## config.mk

```make
export PLATFORM = sky130hd
export DESIGN_NAME = decode_issue
export DESIGN_NICKNAME = d
export VERILOG_FILES = /design/src/rtl/decode_issue_pkg.sv /design/src/rtl/regfile_2r1w.sv /design/src/rtl/decode_issue.sv
export SDC_FILE = /design/constraint.sdc
export NUM_CORES = 2
export LEC_CHECK = 0
export CAP_MARGIN = 5
export CORE_UTILIZATION = 50
export CTS_BUF_LIST = sky130_fd_sc_hd__clkbuf_4 sky130_fd_sc_hd__clkbuf_8 sky130_fd_sc_hd__clkbuf_16
export DETAILED_ROUTE_END_ITERATION = 7
export PLACE_DENSITY = 0.75
export SLEW_MARGIN = 20
export SYNTH_ARGS = -nofsm -noshare
export SYNTH_HDL_FRONTEND = slang
export SYNTH_SLANG_ARGS = --single-unit
```

## constraint.sdc

```tcl
create_clock -name clk -period 6.4 [get_ports clk]
set_input_delay 0.96 -clock clk [delete_from_list [all_inputs] [get_ports clk]]
set_output_delay 0.96 -clock clk [all_outputs]
set_load 0.01 [all_outputs]
```

## src/rtl/decode_issue_pkg.sv

```systemverilog
// ---------------------------------------------------------------------------
// decode_issue_pkg
//   Shared constants for the fetch and decode/issue stages: opcodes, the
//   load-forward select code and the EX pipeline register layout.
//   No ports (package).
// ---------------------------------------------------------------------------
package decode_issue_pkg;

    // Opcodes shared with the fetch-stage hazard decode.
    localparam logic [5:0] SDW    = 6'h2B;
    localparam logic [5:0] BEQ    = 6'h04;
    localparam logic [5:0] LDW    = 6'h23;
    localparam logic [5:0] JUMP   = 6'h02;
    localparam logic [5:0] _STALL = 6'h3F;

    // Forward select: take load data from the memory stage.
    localparam logic [2:0] FWD_LD2 = 3'd2;

    // Register index width (32 architectural registers).
    localparam int REG_AW = 5;

    // EX pipeline register contents.
    typedef struct packed {
        logic        valid;
        logic [5:0]  opcode;
        logic [4:0]  rd;
        logic [31:0] a;
        logic [31:0] b;
        logic [31:0] imm;
        logic [31:0] pc;
    } ex_reg_t;

    function automatic logic [31:0] sign_ext16(input logic [15:0] v);
        return {{16{v[15]}}, v};
    endfunction

endpackage

```

## src/rtl/regfile_2r1w.sv

```systemverilog
// ---------------------------------------------------------------------------
// regfile_2r1w
//   Register file with two asynchronous read ports and one synchronous write
//   port. Register 0 always reads as zero and ignores writes. Synchronous
//   active-high reset clears every register; writes during reset are dropped.
//
//   Ports:
//     clk, rst            clock, synchronous active-high reset
//     we, waddr, wdata    write port (sampled on rising edge)
//     raddr_a / rdata_a   read port A (combinational)
//     raddr_b / rdata_b   read port B (combinational)
// ---------------------------------------------------------------------------
module regfile_2r1w
    import decode_issue_pkg::*;
#(
    parameter int RF_DEPTH = 32,
    parameter int AW       = REG_AW,
    parameter int DW       = 32
) (
    input  logic          clk,
    input  logic          rst,
    input  logic          we,
    input  logic [AW-1:0] waddr,
    input  logic [DW-1:0] wdata,
    input  logic [AW-1:0] raddr_a,
    output logic [DW-1:0] rdata_a,
    input  logic [AW-1:0] raddr_b,
    output logic [DW-1:0] rdata_b
);

    logic [DW-1:0] mem [RF_DEPTH];

    always_ff @(posedge clk) begin
        if (rst) begin
            for (int i = 0; i < RF_DEPTH; i++) begin
                mem[i] <= '0;
            end
        end else if (we && waddr != '0) begin
            mem[waddr] <= wdata;
        end
    end

    // r0 is forced to zero on the read side as well, so the array entry
    // never matters even if it were somehow disturbed.
    assign rdata_a = (raddr_a == '0) ? '0 : mem[raddr_a];
    assign rdata_b = (raddr_b == '0) ? '0 : mem[raddr_b];

endmodule

```

## src/rtl/decode_issue.sv

```systemverilog
// ---------------------------------------------------------------------------
// decode_issue
//   Decode / operand-issue stage. Decodes the fetched instruction, reads the
//   register file, applies load forwarding (and optionally same-cycle write
//   bypass) and registers the result into the EX pipeline register with one
//   cycle of latency. Bubbles ({_STALL, 26'b0}) issue as invalid EX entries
//   and are counted in a saturating counter.
//
//   There is no valid/ready handshake: the EX register updates on every
//   rising edge; stalls arrive as bubble instructions from fetch.
//
//   Configuration macro:
//     DECODE_WB_BYPASS_EN  when defined, a writeback to a source register in
//                          the same cycle is bypassed into the operand.
//
//   Ports:
//     clk, rst                      clock, synchronous active-high reset
//     instr_in, pc_in               instruction and its PC from fetch
//     ld_rs_in, ld_rt_in            load-forward selects (FWD_LD2 = forward)
//     mem_fwd_data                  load data leaving the memory stage
//     wb_en, wb_addr, wb_data       register-file writeback port
//     ex_valid .. ex_pc             EX pipeline register
//     bubble_cnt                    saturating count of issued bubbles
// ---------------------------------------------------------------------------
module decode_issue
    import decode_issue_pkg::*;
#(
    parameter int RF_DEPTH = 32,
    parameter int CNT_W    = 16
) (
    input  logic             clk,
    input  logic             rst,
    input  logic [31:0]      instr_in,
    input  logic [31:0]      pc_in,
    input  logic [2:0]       ld_rs_in,
    input  logic [2:0]       ld_rt_in,
    input  logic [31:0]      mem_fwd_data,
    input  logic             wb_en,
    input  logic [4:0]       wb_addr,
    input  logic [31:0]      wb_data,
    output logic             ex_valid,
    output logic [5:0]       ex_opcode,
    output logic [4:0]       ex_rd,
    output logic [31:0]      ex_a,
    output logic [31:0]      ex_b,
    output logic [31:0]      ex_imm,
    output logic [31:0]      ex_pc,
    output logic [CNT_W-1:0] bubble_cnt
);

    // ------------------------------------------------------------------
    // Field decode (identical to the fetch-stage hazard decode)
    // ------------------------------------------------------------------
    logic [5:0]  opcode;
    logic [4:0]  rs;
    logic [4:0]  rt;
    logic [4:0]  rd;
    logic        is_bubble;

    always_comb begin
        opcode    = instr_in[31:26];
        rs        = instr_in[20:16];
        rt        = instr_in[15:11];
        rd        = instr_in[25:21];
        is_bubble = (opcode == _STALL);
        if (opcode == SDW || opcode == BEQ || opcode == LDW) begin
            rt = instr_in[25:21];
        end
        if (opcode == SDW || opcode == BEQ || opcode == JUMP) begin
            rd = '0;
        end
    end

    // ------------------------------------------------------------------
    // Register file
    // ------------------------------------------------------------------
    logic [31:0] rf_a;
    logic [31:0] rf_b;

    regfile_2r1w #(
        .RF_DEPTH (RF_DEPTH),
        .AW       (REG_AW),
        .DW       (32)
    ) u_rf (
        .clk     (clk),
        .rst     (rst),
        .we      (wb_en),
        .waddr   (wb_addr),
        .wdata   (wb_data),
        .raddr_a (rs),
        .rdata_a (rf_a),
        .raddr_b (rt),
        .rdata_b (rf_b)
    );

    // ------------------------------------------------------------------
    // Operand select. Later assignments override earlier ones, so the
    // statement order encodes priority: r0 > load forward > wb bypass > RF.
    // ------------------------------------------------------------------
    logic [31:0] op_a;
    logic [31:0] op_b;

    always_comb begin
        op_a = rf_a;
`ifdef DECODE_WB_BYPASS_EN
        if (wb_en && wb_addr != '0 && wb_addr == rs) begin
            op_a = wb_data;
        end
`endif
        if (ld_rs_in == FWD_LD2) begin
            op_a = mem_fwd_data;
        end
        if (rs == '0) begin
            op_a = '0;
        end
    end

    always_comb begin
        op_b = rf_b;
`ifdef DECODE_WB_BYPASS_EN
        if (wb_en && wb_addr != '0 && wb_addr == rt) begin
            op_b = wb_data;
        end
`endif
        if (ld_rt_in == FWD_LD2) begin
            op_b = mem_fwd_data;
        end
        if (rt == '0) begin
            op_b = '0;
        end
    end

    // ------------------------------------------------------------------
    // EX register next value. A bubble keeps only its PC; everything else
    // is zero with the _STALL opcode.
    // ------------------------------------------------------------------
    ex_reg_t ex_d;
    ex_reg_t ex_q;

    always_comb begin
        ex_d        = '0;
        ex_d.opcode = _STALL;
        ex_d.pc     = pc_in;
        if (!is_bubble) begin
            ex_d.valid  = 1'b1;
            ex_d.opcode = opcode;
            ex_d.rd     = rd;
            ex_d.a      = op_a;
            ex_d.b      = op_b;
            ex_d.imm    = sign_ext16(instr_in[15:0]);
        end
    end

    always_ff @(posedge clk) begin
        if (rst) begin
            ex_q        <= '0;
            ex_q.opcode <= _STALL;
        end else begin
            ex_q <= ex_d;
        end
    end

    // ------------------------------------------------------------------
    // Saturating bubble counter
    // ------------------------------------------------------------------
    always_ff @(posedge clk) begin
        if (rst) begin
            bubble_cnt <= '0;
        end else if (is_bubble && bubble_cnt != '1) begin
            bubble_cnt <= bubble_cnt + 1'b1;
        end
    end

    assign ex_valid  = ex_q.valid;
    assign ex_opcode = ex_q.opcode;
    assign ex_rd     = ex_q.rd;
    assign ex_a      = ex_q.a;
    assign ex_b      = ex_q.b;
    assign ex_imm    = ex_q.imm;
    assign ex_pc     = ex_q.pc;

endmodule

```

==> impl_metrics.csv <==
group,metric,value,unit
run_status,outcome,"complete, no violations",
finish,num-fill-cells,9014,
floorplan,floorplan.rows,126,
routing,dr.first_iter.drc_count,7733,
worst_setup_path,start_kind,"input port",
yosys,muxShareOfSynthArea,17.5,%
clock_network,clkLatencyLatePin,0.74,ns
floorplan,die_height,347,um
routing,num_vias,44400,
routing,avgRoutedWirePerCell,36.2,um
yosys,synth_largest_type_area_fraction,51.7,%
worst_hold_path,min_path_type,"reg -> reg",
yosys,synthXorXnorAreaFrac,0.177,%
power,comb_power_share,13.3,%
clock_network,clkSlewWorstSetupHoldPaths,0.06,ns
worst_setup_path,worst_flop_to_flop_path_startpoint,"u_rf.mem[7][19]",
sta,max_slew_violations,0,
routing,postRouteAntennaNets,0,
sta,final.min_clock_period,4.42,ns
clock_network,post_cts_buffers,0,
clock_network,cts.root.buffer_cell,"sky130_fd_sc_hd__clkbuf_16",
power,p_per_area,270,nW/um^2
floorplan,design.core.area,118000,um^2
sta,finalClockSkew,0.0213,ns
yosys,synth-simple-area-share,14.6,%
power,seq_power_share,48.5,%
placement,io_buffer_count,297,
clock_network,postCtsHoldBufs,0,
routing,post_drt_via_cell_ratio,7.06,
finish,finish.net_count,4764,
global_route,grt_max_degree,91,
power,power.switching,4790,uW
sta,final_min_period_over_clock_period,69.0,%
yosys,synth_area,59500,um^2
yosys,yosysWarningCount,0,
yosys,synth_top_family_by_area,"multiplexers",
global_route,vias_in_the_first_global_route,42200,
power,power.ir.vdd_worst,0.236,mV
sta,worst_pin_slew,1.23,ns
power,switching_share,26.0,%
floorplan,ios,298,
yosys,ys_ff_latch,1164,
clock_network,h-tree-depth,3,
clock_network,cts-resized-gates,0,
finish,layout-drive-gt1-share,14.5,%
sta,final_hold_viol_count,0,
power,internal_power,13700,uW
yosys,avgSynthCellArea,13.2,um^2
routing,aggregate_routed_wire_length,228000,um
sta,fmax,0.226,GHz
yosys,yosys_most_used_dff,"sky130_fd_sc_hd__edfxtp_1",
power,clock_power_share,38.2,%
placement,place.detailed.hpwl,124000,um
yosys,synth_cells,4505,
sta,rsz0062_at_grt,"false",
yosys,synthDominantAreaCellType,"sky130_fd_sc_hd__edfxtp_1",
floorplan,die-area,120000,um^2
yosys,synth_compound_gate_area_share,8.07,%
floorplan,die_w,347,um
sta,total_setup_violations_reported_at_the_end_of_the_flow,0,
placement,globalplace.congestion,0.905,
finish,synthToLayoutAreaGrowth,14.6,%
clock_network,cts_tree,"done",
sta,fin_setup_tns,0,ns
worst_setup_path,crit_path_max_fanout,74,
clock_network,cts_buffers,117,
worst_setup_path,critical_path_required,7.03,ns
placement,place_ws,1.32,ns
power,p_leak,0.0245,uW
yosys,netlist_top_cells_area,"sky130_fd_sc_hd__edfxtp_1 (52%), sky130_fd_sc_hd__and2_1 (11%), sky130_fd_sc_hd__mux4_2 (9.1%), sky130_fd_sc_hd__mux2i_1 (8.2%), sky130_fd_sc_hd__dfxtp_1 (4.7%)",
routing,drcViolationCount,0,
yosys,synth_cell_type_count,68,
worst_setup_path,critPathArrivalTime,5.05,ns
global_route,globalRouteOverflowTotal,0,
yosys,yosysSeqAreaShare,56.4,%
global_route,grt_first_pass_wirelength,313000,um
sta,hold-worst-slack,0.543,ns
yosys,synth_async_sr_flop_share,0,%
global_route,antenna_found_initial,20,
global_route,grt.total_usage,37.1,%
run,cap_violations,0,
sta,setup_ws,1.98,ns
routing,first_pass_iters,7,
worst_hold_path,hold_path_startpoint,"bubble_cnt[5]",
worst_setup_path,crit_type,"in -> reg",
sta,maxSlewHeadroom,18.3,%
clock_network,clock_sinks,1164,
worst_setup_path,startpoint_of_the_worst_setup_timing_path,"instr_in[26]",
floorplan,start_util,50.4,%
yosys,synth_edf_count,1024,
yosys,synth_adder_area_share,0.0210,%
worst_setup_path,worst_setup_path_end_kind,"flip-flop",
clock_network,cts_buffer_depth,3,
power groups by stage:
stage          sequential [uW]  combinational (uW)  clock (uW)
2_1_floorplan             9030                1320           0
3_3_place_gp              9070                2320           0
3_5_place_dp              9090                2340           0
4_1_cts                   8930                2350        7010
5_1_grt                   8980                2480        7280
6_report                  8950                2450        7040
cells in the mapped netlist (2+ instances only):
| master | instances |
|---|---|
| sky130_fd_sc_hd__a221oi_1 | 184 |
| sky130_fd_sc_hd__a211o_1 | 5 |
| sky130_fd_sc_hd__or3_1 | 6 |
| sky130_fd_sc_hd__or2_2 | 39 |
| sky130_fd_sc_hd__xor2_1 | 10 |
| sky130_fd_sc_hd__and3_1 | 6 |
| sky130_fd_sc_hd__a31oi_1 | 3 |
| sky130_fd_sc_hd__or3b_2 | 2 |
| sky130_fd_sc_hd__mux2_2 | 4 |
| sky130_fd_sc_hd__edfxtp_1 | 1024 |
| sky130_fd_sc_hd__buf_4 | 25 |
| sky130_fd_sc_hd__a22o_1 | 36 |
| sky130_fd_sc_hd__o211ai_1 | 105 |
| sky130_fd_sc_hd__mux2i_1 | 489 |
| sky130_fd_sc_hd__and2_1 | 1015 |
| sky130_fd_sc_hd__nor2b_1 | 42 |
| sky130_fd_sc_hd__mux2i_2 | 2 |
| sky130_fd_sc_hd__buf_1 | 42 |
| sky130_fd_sc_hd__nand3_1 | 42 |
| sky130_fd_sc_hd__a22oi_1 | 94 |
| sky130_fd_sc_hd__nand2b_1 | 4 |
| sky130_fd_sc_hd__nor2_1 | 123 |
| sky130_fd_sc_hd__clkbuf_1 | 331 |
| sky130_fd_sc_hd__buf_6 | 9 |
| sky130_fd_sc_hd__nor4_1 | 3 |
| sky130_fd_sc_hd__nand3b_1 | 9 |
| sky130_fd_sc_hd__a21oi_1 | 65 |
| sky130_fd_sc_hd__nor3_1 | 7 |
| sky130_fd_sc_hd__a32o_1 | 28 |
| sky130_fd_sc_hd__buf_2 | 50 |
| sky130_fd_sc_hd__o22ai_1 | 52 |
| sky130_fd_sc_hd__inv_1 | 10 |
| sky130_fd_sc_hd__mux4_2 | 240 |
| sky130_fd_sc_hd__nand4_1 | 4 |
| sky130_fd_sc_hd__dfxtp_1 | 140 |
| sky130_fd_sc_hd__a32oi_1 | 3 |
| sky130_fd_sc_hd__nand2_1 | 157 |
| sky130_fd_sc_hd__o21ai_0 | 40 |
| sky130_fd_sc_hd__xnor2_1 | 2 |
| sky130_fd_sc_hd__or4_1 | 25 |
final cells by class:
class,instances,area [um^2],area share (%)
sequential,1164,33600,49.2
multi-input combinational,2904,24500,35.9
timing repair buffer,423,4170,6.11
clock buffer,177,3550,5.20
tap,1536,1920,2.82
clock inverter,47,395,0.580
antenna,31,77.6,0.114
inverter,11,41.3,0.0605
worst max-delay path: stages:
cell and delay, ns:
sky130_fd_sc_hd__clkdlybuf4s50_1 0.52, sky130_fd_sc_hd__nor4_2 0.49, sky130_fd_sc_hd__a22o_4 0.42, sky130_fd_sc_hd__mux2_8 0.94, sky130_fd_sc_hd__buf_4 0.45, sky130_fd_sc_hd__mux4_2 0.54, sky130_fd_sc_hd__a22o_1 0.20, sky130_fd_sc_hd__a211o_1 0.24
sky130_fd_sc_hd__a22o_1 0.19
through the flow:
step                std cells  utilization, %  total power [uW]  cell area, um^2
floorplan                4536               -             10300            59600
global placement         6038            54.4             11400            64200
detailed placement       6038            54.4             11400            64200
CTS                      6262            57.7             18300            68100
global route             6265            57.7             18700            68100
finish                   6293            57.8             18400            68200
kinds of logic (layout without fill, tap and decap cells):
logic type	Yosys count	count (layout)
AOI/OAI and AO/OA	630	630
xor gates and xnor gates	12	12
adders and majority gates	1	1
buffers and inverters	468	658
DFF	1164	1164
muxes	737	737
other	1	63
and+or+nand+nor	1492	1492
final timing paths:
path | slack, ns | to | cells past startpoint
max reg2reg | 4.20 | ex_a[19] | 5
max | 1.98 | ex_b[12] | 9
min | 0.54 | bubble_cnt[5] | 2
min reg2reg | 0.54 | bubble_cnt[5] | 2
flip-flops by register name (all words and copies together), names as in the netlist:
register	cells
ex_rd	5
ex_b	32
ex_opcode	6
bubble_cnt	16
ex_valid	1
ex_a	32
ex_imm	16
u_rf.mem	1024
ex_pc	32
cells in the final DEF, fill, tap and decap left out, types with 10 or more instances in the layout:
cell type	count
sky130_fd_sc_hd__conb_1	32
sky130_fd_sc_hd__inv_1	10
sky130_fd_sc_hd__or2_4	14
sky130_fd_sc_hd__or4_1	25
sky130_fd_sc_hd__clkdlybuf4s50_1	291
sky130_fd_sc_hd__a21oi_1	65
sky130_fd_sc_hd__xor2_1	10
sky130_fd_sc_hd__a22oi_1	94
sky130_fd_sc_hd__mux4_2	240
sky130_fd_sc_hd__edfxtp_1	1024
sky130_fd_sc_hd__a22o_1	36
sky130_fd_sc_hd__nor2b_1	41
sky130_fd_sc_hd__diode_2	31
sky130_fd_sc_hd__o22ai_1	52
sky130_fd_sc_hd__clkinv_1	13
sky130_fd_sc_hd__clkbuf_8	19
sky130_fd_sc_hd__clkbuf_16	120
sky130_fd_sc_hd__o211ai_1	105
sky130_fd_sc_hd__a221oi_1	184
sky130_fd_sc_hd__nand3_1	42
sky130_fd_sc_hd__and2_1	1014
sky130_fd_sc_hd__o21ai_0	39
sky130_fd_sc_hd__dfxtp_1	140
sky130_fd_sc_hd__mux2i_1	486
sky130_fd_sc_hd__nor2_1	91
sky130_fd_sc_hd__buf_4	110
sky130_fd_sc_hd__nor2_4	32
sky130_fd_sc_hd__a32o_1	28
sky130_fd_sc_hd__clkinv_2	18
sky130_fd_sc_hd__clkbuf_4	38
sky130_fd_sc_hd__buf_12	20
sky130_fd_sc_hd__or2_2	25
sky130_fd_sc_hd__nand2_1	155
per-layer routing:
layer,global-route usage [%],part of all wire [%],vias to the layer above
met5,0.120,0.015,-
met4,27.5,8.0,6
met3,13.4,16,1109
met2,54.2,43,4527
met1,45.1,33,21500
li1,-,-,17300
No activity file was read; power rests on OpenSTA's default activity.
